<file path="src/rtl/acc_core_pkg.sv">
// acc_core_pkg
// Shared types and helpers for the parametrised accumulator core.
//   opcode_t  : 4-bit instruction opcodes (0x0..0xF)
//   state_t   : control FSM states
//   instr_width()   : instruction word width for a given data width
//   reg_sel_width() : register-select width for a given register count
package acc_core_pkg;

    localparam int OPCODE_W = 4;

    typedef enum logic [3:0] {
        OP_NOP   = 4'h0,
        OP_ADD   = 4'h1,
        OP_SUB   = 4'h2,
        OP_AND   = 4'h3,
        OP_OR    = 4'h4,
        OP_XOR   = 4'h5,
        OP_ADDI  = 4'h6,
        OP_SUBI  = 4'h7,
        OP_LOAD  = 4'h8,
        OP_STORE = 4'h9,
        OP_STI   = 4'hA,
        OP_MOV   = 4'hB,
        OP_MVA   = 4'hC,
        OP_JMP   = 4'hD,
        OP_JZ    = 4'hE,
        OP_HALT  = 4'hF
    } opcode_t;

    typedef enum logic [2:0] {
        ST_IDLE   = 3'd0,
        ST_FETCH  = 3'd1,
        ST_DECODE = 3'd2,
        ST_EXEC   = 3'd3,
        ST_MEM    = 3'd4,
        ST_HALT   = 3'd5
    } state_t;

    // {opcode, op1, op2} with the opcode in the MSBs
    function automatic int instr_width(input int data_w);
        return OPCODE_W + 2 * data_w;
    endfunction

    function automatic int reg_sel_width(input int nregs);
        return (nregs > 1) ? $clog2(nregs) : 1;
    endfunction

endpackage

</file>
<file path="src/rtl/acc_core_alu.sv">
// acc_core_alu
// Combinational ALU for the accumulator core.
//   acc     in  DATA_W  current accumulator
//   operand in  DATA_W  register value or immediate
//   opcode  in  4       instruction opcode
//   result  out DATA_W  truncated result
//   carry   out 1       carry-out (add), borrow (sub), 0 for logic ops
//   zero    out 1       result == 0
module acc_core_alu
    import acc_core_pkg::*;
#(
    parameter int DATA_W = 8
)(
    input  logic [DATA_W-1:0] acc,
    input  logic [DATA_W-1:0] operand,
    input  opcode_t           opcode,
    output logic [DATA_W-1:0] result,
    output logic              carry,
    output logic              zero
);

    logic [DATA_W:0] sum;

    assign sum = {1'b0, acc} + {1'b0, operand};

    always_comb begin
        result = acc;
        carry  = 1'b0;
        case (opcode)
            OP_ADD, OP_ADDI: begin
                result = sum[DATA_W-1:0];
                carry  = sum[DATA_W];
            end
            OP_SUB, OP_SUBI: begin
                result = acc - operand;
                carry  = (acc < operand);
            end
            OP_AND: result = acc & operand;
            OP_OR:  result = acc | operand;
            OP_XOR: result = acc ^ operand;
            default: ;
        endcase
        zero = (result == '0);
    end

endmodule

</file>
<file path="src/rtl/acc_core_param.sv">
// acc_core_param
// Parametrised multi-cycle accumulator core with req/ack instruction and
// data memory ports, status flags, branches and run/halt control.
// Optional feature macro: ACC_CORE_BRANCH_EN (JMP/JZ executed when defined,
// decoded as NOP otherwise).
// Ports:
//   clk, reset (async, active-high), run        : control
//   imem_req/imem_addr/imem_ack/imem_data       : instruction fetch port
//   dmem_req/dmem_we/dmem_addr/dmem_wdata/
//   dmem_ack/dmem_rdata                         : data memory port
//   acc_out, pc_out, zero_flag, carry_flag,
//   halted                                      : observability
module acc_core_param
    import acc_core_pkg::*;
#(
    parameter  int DATA_W  = 8,
    parameter  int PC_W    = 8,
    parameter  int NREGS   = 4,
    localparam int INSTR_W = instr_width(DATA_W)
)(
    input  logic               clk,
    input  logic               reset,
    input  logic               run,
    output logic               imem_req,
    output logic [PC_W-1:0]    imem_addr,
    input  logic               imem_ack,
    input  logic [INSTR_W-1:0] imem_data,
    output logic               dmem_req,
    output logic               dmem_we,
    output logic [DATA_W-1:0]  dmem_addr,
    output logic [DATA_W-1:0]  dmem_wdata,
    input  logic               dmem_ack,
    input  logic [DATA_W-1:0]  dmem_rdata,
    output logic [DATA_W-1:0]  acc_out,
    output logic [PC_W-1:0]    pc_out,
    output logic               zero_flag,
    output logic               carry_flag,
    output logic               halted
);

    localparam int SEL_W = reg_sel_width(NREGS);

    state_t               state_reg;
    logic [PC_W-1:0]      pc_reg;
    logic [DATA_W-1:0]    acc_reg;
    logic                 zero_reg;
    logic                 carry_reg;
    logic                 halted_reg;
    logic                 imem_req_reg;
    logic                 dmem_req_reg;
    logic                 dmem_we_reg;
    logic [DATA_W-1:0]    dmem_addr_reg;
    logic [DATA_W-1:0]    dmem_wdata_reg;
    logic [INSTR_W-1:0]   ir_reg;
    logic [DATA_W-1:0]    operand_reg;
    logic [DATA_W-1:0]    regs [NREGS];

    // Instruction fields
    opcode_t              opcode;
    logic [DATA_W-1:0]    op1;
    logic [DATA_W-1:0]    op2;
    logic [SEL_W-1:0]     reg_sel;

    assign opcode  = opcode_t'(ir_reg[INSTR_W-1 -: OPCODE_W]);
    assign op1     = ir_reg[2*DATA_W-1 -: DATA_W];
    assign op2     = ir_reg[DATA_W-1:0];
    assign reg_sel = op1[SEL_W-1:0];

    // ALU: immediate forms take op1, register forms the value read in DECODE
    logic [DATA_W-1:0]    alu_operand;
    logic [DATA_W-1:0]    alu_result;
    logic                 alu_carry;
    logic                 alu_zero;
    logic                 is_alu;

    assign alu_operand = (opcode == OP_ADDI || opcode == OP_SUBI) ? op1 : operand_reg;
    assign is_alu      = (opcode inside {OP_ADD, OP_SUB, OP_AND, OP_OR, OP_XOR,
                                         OP_ADDI, OP_SUBI});

    acc_core_alu #(
        .DATA_W (DATA_W)
    ) u_alu (
        .acc     (acc_reg),
        .operand (alu_operand),
        .opcode  (opcode),
        .result  (alu_result),
        .carry   (alu_carry),
        .zero    (alu_zero)
    );

    // Next PC when leaving EXEC for a non-memory instruction
    logic [PC_W-1:0]      pc_inc;
    logic [PC_W-1:0]      pc_next_exec;

    assign pc_inc = pc_reg + PC_W'(1);

`ifdef ACC_CORE_BRANCH_EN
    logic                 branch_taken;

    assign branch_taken = (opcode == OP_JMP) || (opcode == OP_JZ && zero_reg);
    assign pc_next_exec = branch_taken ? PC_W'(op1) : pc_inc;
`else
    assign pc_next_exec = pc_inc;
`endif

    // Register file: MOV/MVA write in EXEC, one-hot write enable per entry
    logic                 reg_write;
    logic [DATA_W-1:0]    reg_wdata;
    logic [NREGS-1:0]     reg_we;

    assign reg_write = (state_reg == ST_EXEC) && (opcode == OP_MOV || opcode == OP_MVA);
    assign reg_wdata = (opcode == OP_MVA) ? acc_reg : op2;

    generate
        for (genvar gi = 0; gi < NREGS; gi++) begin : g_reg_we
            assign reg_we[gi] = reg_write && (reg_sel == SEL_W'(gi));
        end
    endgenerate

    always_ff @(posedge clk or posedge reset) begin
        if (reset) begin
            for (int i = 0; i < NREGS; i++) regs[i] <= '0;
        end else begin
            for (int i = 0; i < NREGS; i++) begin
                if (reg_we[i]) regs[i] <= reg_wdata;
            end
        end
    end

    // Control FSM. Requests are registered: they rise on entry to FETCH/MEM
    // and fall on the edge that consumes the ack.
    always_ff @(posedge clk or posedge reset) begin
        if (reset) begin
            state_reg      <= ST_IDLE;
            pc_reg         <= '0;
            acc_reg        <= '0;
            zero_reg       <= 1'b0;
            carry_reg      <= 1'b0;
            halted_reg     <= 1'b0;
            imem_req_reg   <= 1'b0;
            dmem_req_reg   <= 1'b0;
            dmem_we_reg    <= 1'b0;
            dmem_addr_reg  <= '0;
            dmem_wdata_reg <= '0;
            ir_reg         <= '0;
            operand_reg    <= '0;
        end else begin
            case (state_reg)
                ST_IDLE: begin
                    if (run) begin
                        state_reg    <= ST_FETCH;
                        imem_req_reg <= 1'b1;
                    end
                end
                ST_FETCH: begin
                    if (imem_ack) begin
                        ir_reg       <= imem_data;
                        imem_req_reg <= 1'b0;
                        state_reg    <= ST_DECODE;
                    end
                end
                ST_DECODE: begin
                    operand_reg <= regs[reg_sel];
                    state_reg   <= ST_EXEC;
                end
                ST_EXEC: begin
                    case (opcode)
                        OP_LOAD, OP_STORE, OP_STI: begin
                            dmem_req_reg  <= 1'b1;
                            dmem_we_reg   <= (opcode != OP_LOAD);
                            dmem_addr_reg <= op1;
                            // STORE sends the accumulator as it was before this instruction
                            if (opcode == OP_STORE) dmem_wdata_reg <= acc_reg;
                            if (opcode == OP_STI)   dmem_wdata_reg <= op2;
                            state_reg     <= ST_MEM;
                        end
                        OP_HALT: begin
                            halted_reg <= 1'b1;
                            state_reg  <= ST_HALT;
                        end
                        default: begin
                            if (is_alu) begin
                                acc_reg   <= alu_result;
                                zero_reg  <= alu_zero;
                                carry_reg <= alu_carry;
                            end
                            pc_reg       <= pc_next_exec;
                            imem_req_reg <= 1'b1;
                            state_reg    <= ST_FETCH;
                        end
                    endcase
                end
                ST_MEM: begin
                    if (dmem_ack) begin
                        dmem_req_reg <= 1'b0;
                        dmem_we_reg  <= 1'b0;
                        if (!dmem_we_reg) begin
                            acc_reg  <= dmem_rdata;
                            zero_reg <= (dmem_rdata == '0);
                        end
                        pc_reg       <= pc_inc;
                        imem_req_reg <= 1'b1;
                        state_reg    <= ST_FETCH;
                    end
                end
                ST_HALT: ;
                default: state_reg <= ST_IDLE;
            endcase
        end
    end

    assign imem_req   = imem_req_reg;
    assign imem_addr  = pc_reg;
    assign dmem_req   = dmem_req_reg;
    assign dmem_we    = dmem_we_reg;
    assign dmem_addr  = dmem_addr_reg;
    assign dmem_wdata = dmem_wdata_reg;
    assign acc_out    = acc_reg;
    assign pc_out     = pc_reg;
    assign zero_flag  = zero_reg;
    assign carry_flag = carry_reg;
    assign halted     = halted_reg;

endmodule

</file>
<file path="config.mk">
export PLATFORM = sky130hd
export DESIGN_NAME = acc_core_param
export DESIGN_NICKNAME = d
export VERILOG_FILES = /design/src/rtl/acc_core_pkg.sv /design/src/rtl/acc_core_alu.sv /design/src/rtl/acc_core_param.sv
export SDC_FILE = /design/constraint.sdc
export NUM_CORES = 1
export LEC_CHECK = 0
export CAP_MARGIN = 20
export CORE_MARGIN = 1.5
export CORE_UTILIZATION = 55
export DETAILED_ROUTE_END_ITERATION = 6
export GPL_TIMING_DRIVEN = 0
export PLACE_DENSITY_LB_ADDON = 0.3
export SKIP_CTS_REPAIR_TIMING = 1
export SLEW_MARGIN = 25
export SYNTH_ARGS = -nofsm -noshare
export SYNTH_HDL_FRONTEND = slang
export SYNTH_HIERARCHICAL = 1
export SYNTH_SLANG_ARGS = --single-unit
</file>
<file path="constraint.sdc">
create_clock -name clk -period 6.9 [get_ports clk]
set_input_delay 1.38 -clock clk [delete_from_list [all_inputs] [get_ports clk]]
set_output_delay 1.38 -clock clk [all_outputs]
set_load 0.01 [all_outputs]
</file>
==> flow_metrics.py <==
metrics = {
    "route": {
        "dr.pass1.iters": 5,
        "drc_errors": 0,
        "viasPerCell": 6.07,
        "num_vias": 4974,
        "postRouteWirelength_mm": 16.4,
        "wl_per_cell_um": 20.0,
        "ant_nets": 0,
        "drtIter0Drc": 369,
    },
    "setup_path": {
        "crit_type": "register to register",
        "crit_arrival_ns": 5.11,
        "worstPathRequired_ns": 7.17,
        "path_cells": "buf_2, nand3b_1, o21ai_0, inv_1, ha_1, nor2_1, o21bai_1, o221ai_1, and3_1, o41a_1, a32oi_1, nor4_2, nor2b_1, a31oi_1, a21oi_1",
        "r2r-start": "ir_reg[18]$_DFFE_PP0P_",
        "ff2ff_path_depth": 15,
        "rrSetupSlack_ns": 2.05,
        "critPathCaptureType": "register",
        "timing.critical_path.slowest_cell_delay_ns": 0.82,
        "r2r-end": "zero_flag$_DFFE_PP0P_",
        "cp_max_fo": 10,
        "startpoint_type": "register",
        "slowest_stage": "o21ai_0",
    },
    "yosys": {
        "yosysTopAreaCell": "dfrtp_1",
        "async_flop_share": 1.00,
        "syn-cell-area_um2": 6190,
        "yosysWarnings": 6,
        "mappedNetlistNets": 644,
        "avgSynthCellArea_um2": 10.6,
        "synth_cell_type_count": 75,
        "synth.top_cell.area_share": 0.408,
        "synth_edf_count": 0,
        "seq_area_frac_synth": 0.408,
        "ys_seq_elements": 101,
        "synthCells": 584,
        "synth_area_leaders": "dfrtp_1 (41%), mux2_2 (7.3%), ha_1 (5.1%)",
        "ys.flop_type": "dfrtp_1",
    },
    "finish": {
        "drive_gt1_frac": 0.186,
        "final_cell_mix": "dfrtp_1 (101), clkdlybuf4s50_1 (78), nand2_1 (47)",
        "nNetsFinal": 734,
        "mostFrequentLayoutCell": "dfrtp_1",
        "area_delta_synth_final_pct": 19.4,
        "fin_cells": 819,
        "largest_reg_flops": 32,
        "antenna_cells": 0,
    },
    "clocking": {
        "clk_root_buffer_cell": "clkbuf_8",
        "cts_buffer_depth": 2,
        "ctsHtreeMaxLevel": 3,
        "path_clk_slew_ns": 0.11,
        "cts_tree": "yes",
        "cts_buffers": 9,
        "numClockSinks": 101,
        "insertion_delay_ns": 0.39,
    },
    "hold_path": {
        "min_path_cells": 1,
        "whs_endpoint": "halted$_DFFE_PP0P_",
        "hp-class": "register to register",
        "holdCritStartpoint": "halted$_DFFE_PP0P_",
    },
    "outcome": {
        "status": "complete, no violations",
    },
    "floorplanning": {
        "initial_core_util": 0.569,
        "core_region_area_um2": 10900,
        "die-area_um2": 11900,
        "pin_count": 79,
        "die_h_um": 109,
        "die_w_um": 109,
        "fp-row-count": 38,
    },
    "timing": {
        "fmax_mhz": 206,
        "final_hold_viol_count": 0,
        "post-route-period-util": 0.703,
        "final-setup-viol-count": 0,
        "rsz0062_at_grt": "false",
        "slew_viol_final": 0,
        "whs_ns": 0.490,
        "fin_skew_ns": 0.0130,
        "tightest_slew_ns": 0.765,
        "relSlewSlack": 0.485,
        "period_needed_ns": 4.85,
        "fin_setup_tns_ns": 0,
    },
    "global_route": {
        "grt_pass1_wl_mm": 26.2,
        "track_usage": 0.294,
        "grt_pass1_vias": 5003,
        "gr-total-overflow": 0,
        "antenna_found_initial": 0,
        "grt_max_degree": 56,
    },
    "power": {
        "peakVddDrop_uv": 281,
        "total_power_w": 0.00378,
        "powerDensity_nw_per_um2": 511,
        "leakage_nw": 3.11,
    },
    "placed_design": {
        "place_congestion": 0.977,
        "dp.cells": 803,
        "io_buffers": 78,
        "dpl.hpwl_mm": 12.1,
    },
    "job": {
        "maxCapViolCount": 0,
    },
}
-- final cells by class --
type / count / area, µm²
Multi-Input combinational cell: 413 / 3240
Inverter: 27 / 106
Clock inverter: 7 / 91.3
Buffer: 43 / 320
Clock buffer: 9 / 124
Tap cell: 140 / 175
Sequential cell: 101 / 2530
Timing Repair Buffer: 79 / 808
Fill cell: 847 / 3490
-- per-layer routing --
metal	vias to the layer above	part of all wire	global-route usage
li1	2280	-	-
met1	2486	0.42	0.386
met2	181	0.49	0.484
met3	27	0.065	0.0616
met4	0	0.024	0.0996
met5	-	0	0
-- stage by stage --
step	util	setup slack, ns	cell area [µm²]
floorplan	-	2.87	6190
global placement	0.657	1.51	7150
detailed placement	0.660	2.25	7180
CTS	0.679	2.20	7400
global route	0.679	1.84	7400
finish	0.679	2.05	7400
-- logic make-up (layout without fill, tap and decap cells) --
group,count (synthesis),after routing,share of synthesized area
AO/OA/AOI/OAI,148,148,0.169
AND/OR/NAND/NOR,146,146,0.128
adder cells (fa/ha/maj),27,27,0.0570
XOR/XNOR,17,17,0.0240
multiplexers,75,75,0.146
flip-flops,101,101,0.408
buffers and inverters,70,165,0.0681
-- cells in the mapped netlist (all sizes together), types with 8 or more instances --
master and number:
nand2 47, o2111ai 11, o21ai 52, mux2 42, nor3 8, nor2 40
mux2i 25, inv 27, buf 40, ha 25, mux4 8, xnor2 16
a21oi 39, dfrtp 101, nand3 8, a31oi 10
-- worst max path at each step --
| stage | start | slack, ns | endpoint |
|---|---|---|---|
| detailed placement | ir_reg[18]$_DFFE_PP0P_ | 2.25 | zero_flag$_DFFE_PP0P_ |
| CTS | ir_reg[18]$_DFFE_PP0P_ | 2.20 | zero_flag$_DFFE_PP0P_ |
| global placement | reset | 1.51 | acc_out[7]$_DFFE_PP0P_ |
| finish | ir_reg[18]$_DFFE_PP0P_ | 2.05 | zero_flag$_DFFE_PP0P_ |
| floorplan | reset | 2.87 | acc_out[0]$_DFFE_PP0P_ |
| global route | ir_reg[18]$_DFFE_PP0P_ | 1.84 | zero_flag$_DFFE_PP0P_ |
-- worst max-delay path: cells and delay by family, from the launching register on --
kind                     cells  cell delay, ns
AO/OA/AOI/OAI                7            2.24
adder cells (fa/ha/maj)      1            0.39
buffers and inverters        2            0.49
flip-flops                   1            0.51
AND/OR/NAND/NOR              5            1.09
-- power by group --
group	switching [W]	leakage, nW	total, W	internal [W]
Sequential	0.000275	1.28	0.00113	0.000855
Combinational	0.00120	1.73	0.00225	0.00104
Clock	0.000228	0.105	0.000404	0.000176
Total	0.00171	3.11	0.00378	0.00208
Note: power is estimated with default switching activity, not from simulation.
==> patch 1, RTL diff (same settings) <==
The 6 states of `state_t` get a Gray code encoding in 3 bits.
--- a/src/rtl/acc_core_pkg.sv
+++ b/src/rtl/acc_core_pkg.sv
@@ -29,10 +29,10 @@
 
     typedef enum logic [2:0] {
-        ST_IDLE   = 3'd0,
-        ST_FETCH  = 3'd1,
-        ST_DECODE = 3'd2,
-        ST_EXEC   = 3'd3,
-        ST_MEM    = 3'd4,
-        ST_HALT   = 3'd5
+        ST_IDLE   = 3'b000,
+        ST_FETCH  = 3'b001,
+        ST_DECODE = 3'b011,
+        ST_EXEC   = 3'b010,
+        ST_MEM    = 3'b110,
+        ST_HALT   = 3'b111
     } state_t;
 
Behaviour: no difference found for any inputs over 10 cycles, from zero or initial values and one cycle with reset high; not proved beyond that.
==> patch 1 against the original RTL <==
  * Critical path depth is the same
  * Count of clock-buffer cells in the layout grew 1
  * Total power shrank 4.9%
  * Highest routed layer unchanged
  * Final cell count shrank 5.5%
  * Routed wire length shrank 6.7%
  * Clock power shrank 5.0%
  * Setup slack gained 0.58 ns
  * Sequential cell count is the same
  * Critical path type unchanged
  * Clock skew grew 0.0014 ns
  * Design area shrank 0.66%
  * Largest power group unchanged
  * Synthesized area shrank 0.61%
==> patch 1: results <==
group,metric,value,unit
place,post_dp_cell_area,7140,um^2
route,drt_iter0_drc,233,
status,status,"finished, final reports clean",
timing,clock_skew,0.0144,ns
power,internal-power,2.07,mW
place,dp_hpwl,11.4,mm
critical_path,cpPeakStageDelay,0.50,ns
power,irDropWorstVdd,0.288,mV
grt,gr-usage-all-layers,0.277,
grt,grt_pass1_vias,4625,
grt,grt_max_degree,69,
place,place_inst,758,
synth,synthCells,539,
synth,seq_area_frac_synth,0.411,
route,first_pass_iters,6,
synth,ys_types,66,
finish,drive_above_1_share,0.298,
route,wl_per_cell,19.8,um
finish,stdcell_count,774,
critical_path,cp.arrival,4.61,ns
synth,syn_nets,599,
place,routabilityCongestion,0.876,
power,leakagePower,3.24,nW
grt,grt_first_pass_wirelength,24.7,mm
synth,synth_common_cells,"mux2_2, dfrtp_1, inv_1",
critical_path,slowest_stage,"dfrtp_1",
synth,synth_area_leaders,"dfrtp_1, mux2_2, ha_1, mux4_2, xnor2_1",
==> patch 1: power groups by stage <==
stage	sequential (mW)	combinational (mW)	clock, mW
6_report	1.08	2.14	0.384
5_1_grt	1.11	2.33	0.418
4_1_cts	1.07	2.13	0.396
3_5_place_dp	1.08	2.12	0
3_3_place_gp	1.07	2.07	0
2_1_floorplan	1.04	1.49	0
==> patch 1: layer usage <==
metal,share of wire,wire length [um],global-route usage,vias up
li1,-,-,-,2123
met1,0.44,6800,0.386,2307
met2,0.49,7500,0.446,122
met3,0.046,699,0.0478,22
met4,0.019,293,0.0836,0
met5,0,0,0,-
==> patch 1: kinds of logic (layout without fill, tap and decap cells) <==
kind of cell,Yosys count,after routing,share of synthesized area
multiplexers,127,127,0.247
AND/OR/NAND/NOR,113,113,0.103
flip-flops,101,101,0.411
AO/OA/AOI/OAI,92,92,0.104
buffers and inverters,63,158,0.0549
adder cells (fa/ha/maj),27,27,0.0573
XOR/XNOR,16,16,0.0228
==> patch 1: final cells by class <==
class,count,area [um^2],share of cell area
clock inverters,6,66.3,0.00903
inverters,27,106,0.0145
well taps,140,175,0.0238
flip-flops and latches,101,2530,0.344
multi-input cells,375,3290,0.448
clock buffers,10,138,0.0187
plain buffers,36,236,0.0322
repair buffers,79,808,0.110
==> patch 1: path summary, 6_finish.rpt <==
path,end,slack (ns),from
max in group asynchronous,dmem_wdata[4],4.93,reset
hold reg to reg,halted,0.48,halted
min in group asynchronous,dmem_addr[2],1.34,reset
setup / recovery,zero_flag,2.63,ir_reg[17]
setup reg to reg,zero_flag,2.63,ir_reg[17]
hold / removal,halted,0.48,halted
==> patch 1: critical path: cells and delay by family (launching register included) <==
kind | cells | cell delay, ns
simple gates | 4 | 0.75
fa+ha+maj | 2 | 0.72
xor+xnor | 1 | 0.17
mux | 2 | 0.61
flops | 1 | 0.50
buf+inv | 1 | 0.24
compound gates | 5 | 1.25
==> patch 1: through the flow <==
stage               hold slack (ns)  setup WS, ns
floorplan                     0.460          2.87
global placement              0.469          1.48
detailed placement            0.464          2.70
CTS                           0.487          2.67
global route                  0.502          2.40
finish                        0.482          2.63
==> patch 2, RTL diff (same settings) <==
Made on the original files. Add a define of `ACC_CORE_BRANCH_EN`.
--- a/src/rtl/acc_core_param.sv
+++ b/src/rtl/acc_core_param.sv
@@ -11,4 +11,6 @@
 //   acc_out, pc_out, zero_flag, carry_flag,
 //   halted                                      : observability
+`define ACC_CORE_BRANCH_EN
+
 module acc_core_param
     import acc_core_pkg::*;
Function: changed (Yosys sat finds a counterexample within 10 cycles, from zero or initial values and one cycle with reset high).
==> patch 2 against the original RTL <==
  * Die area is 1.1% higher
  * Setup slack better by 0.13 ns
  * Non-clock buffer count is 1 higher
  * Routed wire length is 6.0% higher
  * Synthesized cell count is 4.5% higher
  * Sequential cell count stayed put
  * Design area is 2.2% higher
  * Total power is 6.8% higher
  * Via count is 5.9% higher
  * Largest cell class unchanged
  * Synthesized area is 1.2% higher
==> patch 2: results <==
group,metric,value,unit
status,status,"finished, final reports clean",
synth,syn_area_per_cell,10.3,um^2
route,postRouteWirelength,17.4,mm
place,port_buffers,78,
critical_path,slowest_stage,"o21ai_0",
route,via_per_inst,6.23,
synth,seq_area_frac_synth,0.404,
place,place_inst,829,
grt,grt_pass1_vias,5109,
hold_path,min_from,"dmem_req",
critical_path,timing.critical_path.from,"ir_reg[17]",
route,num_vias,5265,
route,first_pass_iters,6,
grt,gr-usage-all-layers,0.303,
critical_path,cpPeakStageDelay,0.92,ns
synth,ys_types,79,
synth,synth_area_leaders,"dfrtp_1, mux2_2, ha_1, mux2i_1, a21oi_1",
clock_tree,root_buffer,"clkbuf_16",
timing,tightest_slew,1.01,ns
grt,grt_first_pass_wirelength,27.3,mm
finish,nFillCells,828,
place,routabilityCongestion,0.962,
grt,grt_max_degree,74,
timing,clock_skew,0.00669,ns
power,leakagePower,3.24,nW
critical_path,cp.arrival,4.98,ns
clock_tree,clock_latency,0.34,ns
synth,synth_common_cells,"dfrtp_1, nand2_1, nor2_1",
place,dp_hpwl,12.8,mm
finish,final_nets,760,
power,irDropWorstVdd,0.282,mV
==> patch 2: cell types whose count changed after synthesis, sizes merged, moves of 5 or more <==
cell / before / now
o2111ai: 11 / 5
o22ai: 1 / 16
o21ai: 52 / 45
inv: 27 / 32
xnor2: 16 / 8
a2bb2oi: 2 / 11
==> patch 2: final timing paths <==
check                           endpoint  slack [ns]  cells after the start
max                            zero_flag        2.18                     13
min                             dmem_req        0.48                      2
max reg2reg                    zero_flag        2.18                     13
min reg2reg                     dmem_req        0.48                      2
max in group asynchronous     ir_reg[12]        4.88                      3
min in group asynchronous  dmem_wdata[6]        1.38                      2
==> patch 2: area by class of cell <==
type,instances,area [um^2],share of cell area
clock inverters,7,82.6,0.0109
repair buffers,79,808,0.107
multi-input cells,433,3340,0.441
flip-flops and latches,101,2530,0.334
inverters,32,125,0.0166
well taps,140,175,0.0232
plain buffers,44,280,0.0371
clock buffers,9,225,0.0298
==> patch 2: layer usage <==
| metal | wire, um | vias to the layer above | track usage |
|---|---|---|---|
| li1 | - | 2399 | - |
| met5 | 0 | - | 0 |
| met1 | 7320 | 2628 | 0.403 |
| met4 | 333 | 0 | 0.0965 |
| met2 | 8760 | 206 | 0.512 |
| met3 | 944 | 32 | 0.0421 |
==> patch 2: per-stage QoR <==
stage | utilization | cell area, um^2 | hold slack, ns | worst slack, ns | power [mW]
5_1_grt | 0.688 | 7560 | 0.515 | 1.91 | 4.30
3_3_place_gp | 0.657 | 7220 | 0.458 | 1.50 | 3.39
2_1_floorplan | - | 6260 | 0.445 | 2.87 | 2.68
4_1_cts | 0.688 | 7560 | 0.484 | 2.28 | 4.01
3_5_place_dp | 0.660 | 7250 | 0.467 | 2.32 | 3.46
6_report | 0.688 | 7560 | 0.485 | 2.18 | 4.04
==> patch 2: kinds of logic (layout without fill, tap and decap cells) <==
family	Yosys count	count (layout)	synth area share
compound gates	169	169	0.185
xor+xnor	9	9	0.0126
fa+ha+maj	27	27	0.0563
buf+inv	76	171	0.0639
flops	101	101	0.404
mux	73	73	0.143
simple gates	155	155	0.135
==> patch 2: critical path: cells and delay by family, from the launching register on <==
| kind | cells | cell delay [ns] |
|---|---|---|
| adders and majority gates | 1 | 0.38 |
| buffers and inverters | 2 | 0.44 |
| DFF | 1 | 0.57 |
| AOI/OAI and AO/OA | 6 | 2.17 |
| and+or+nand+nor | 4 | 1.08 |
==> patch 2: power by group through the flow <==
stage / logic [mW] / registers (mW) / clock network (mW)
CTS: 2.34 / 1.14 / 0.531
finish: 2.36 / 1.15 / 0.529
global route: 2.56 / 1.18 / 0.559
detailed placement: 2.32 / 1.14 / 0
global placement: 2.27 / 1.13 / 0
floorplan: 1.59 / 1.09 / 0
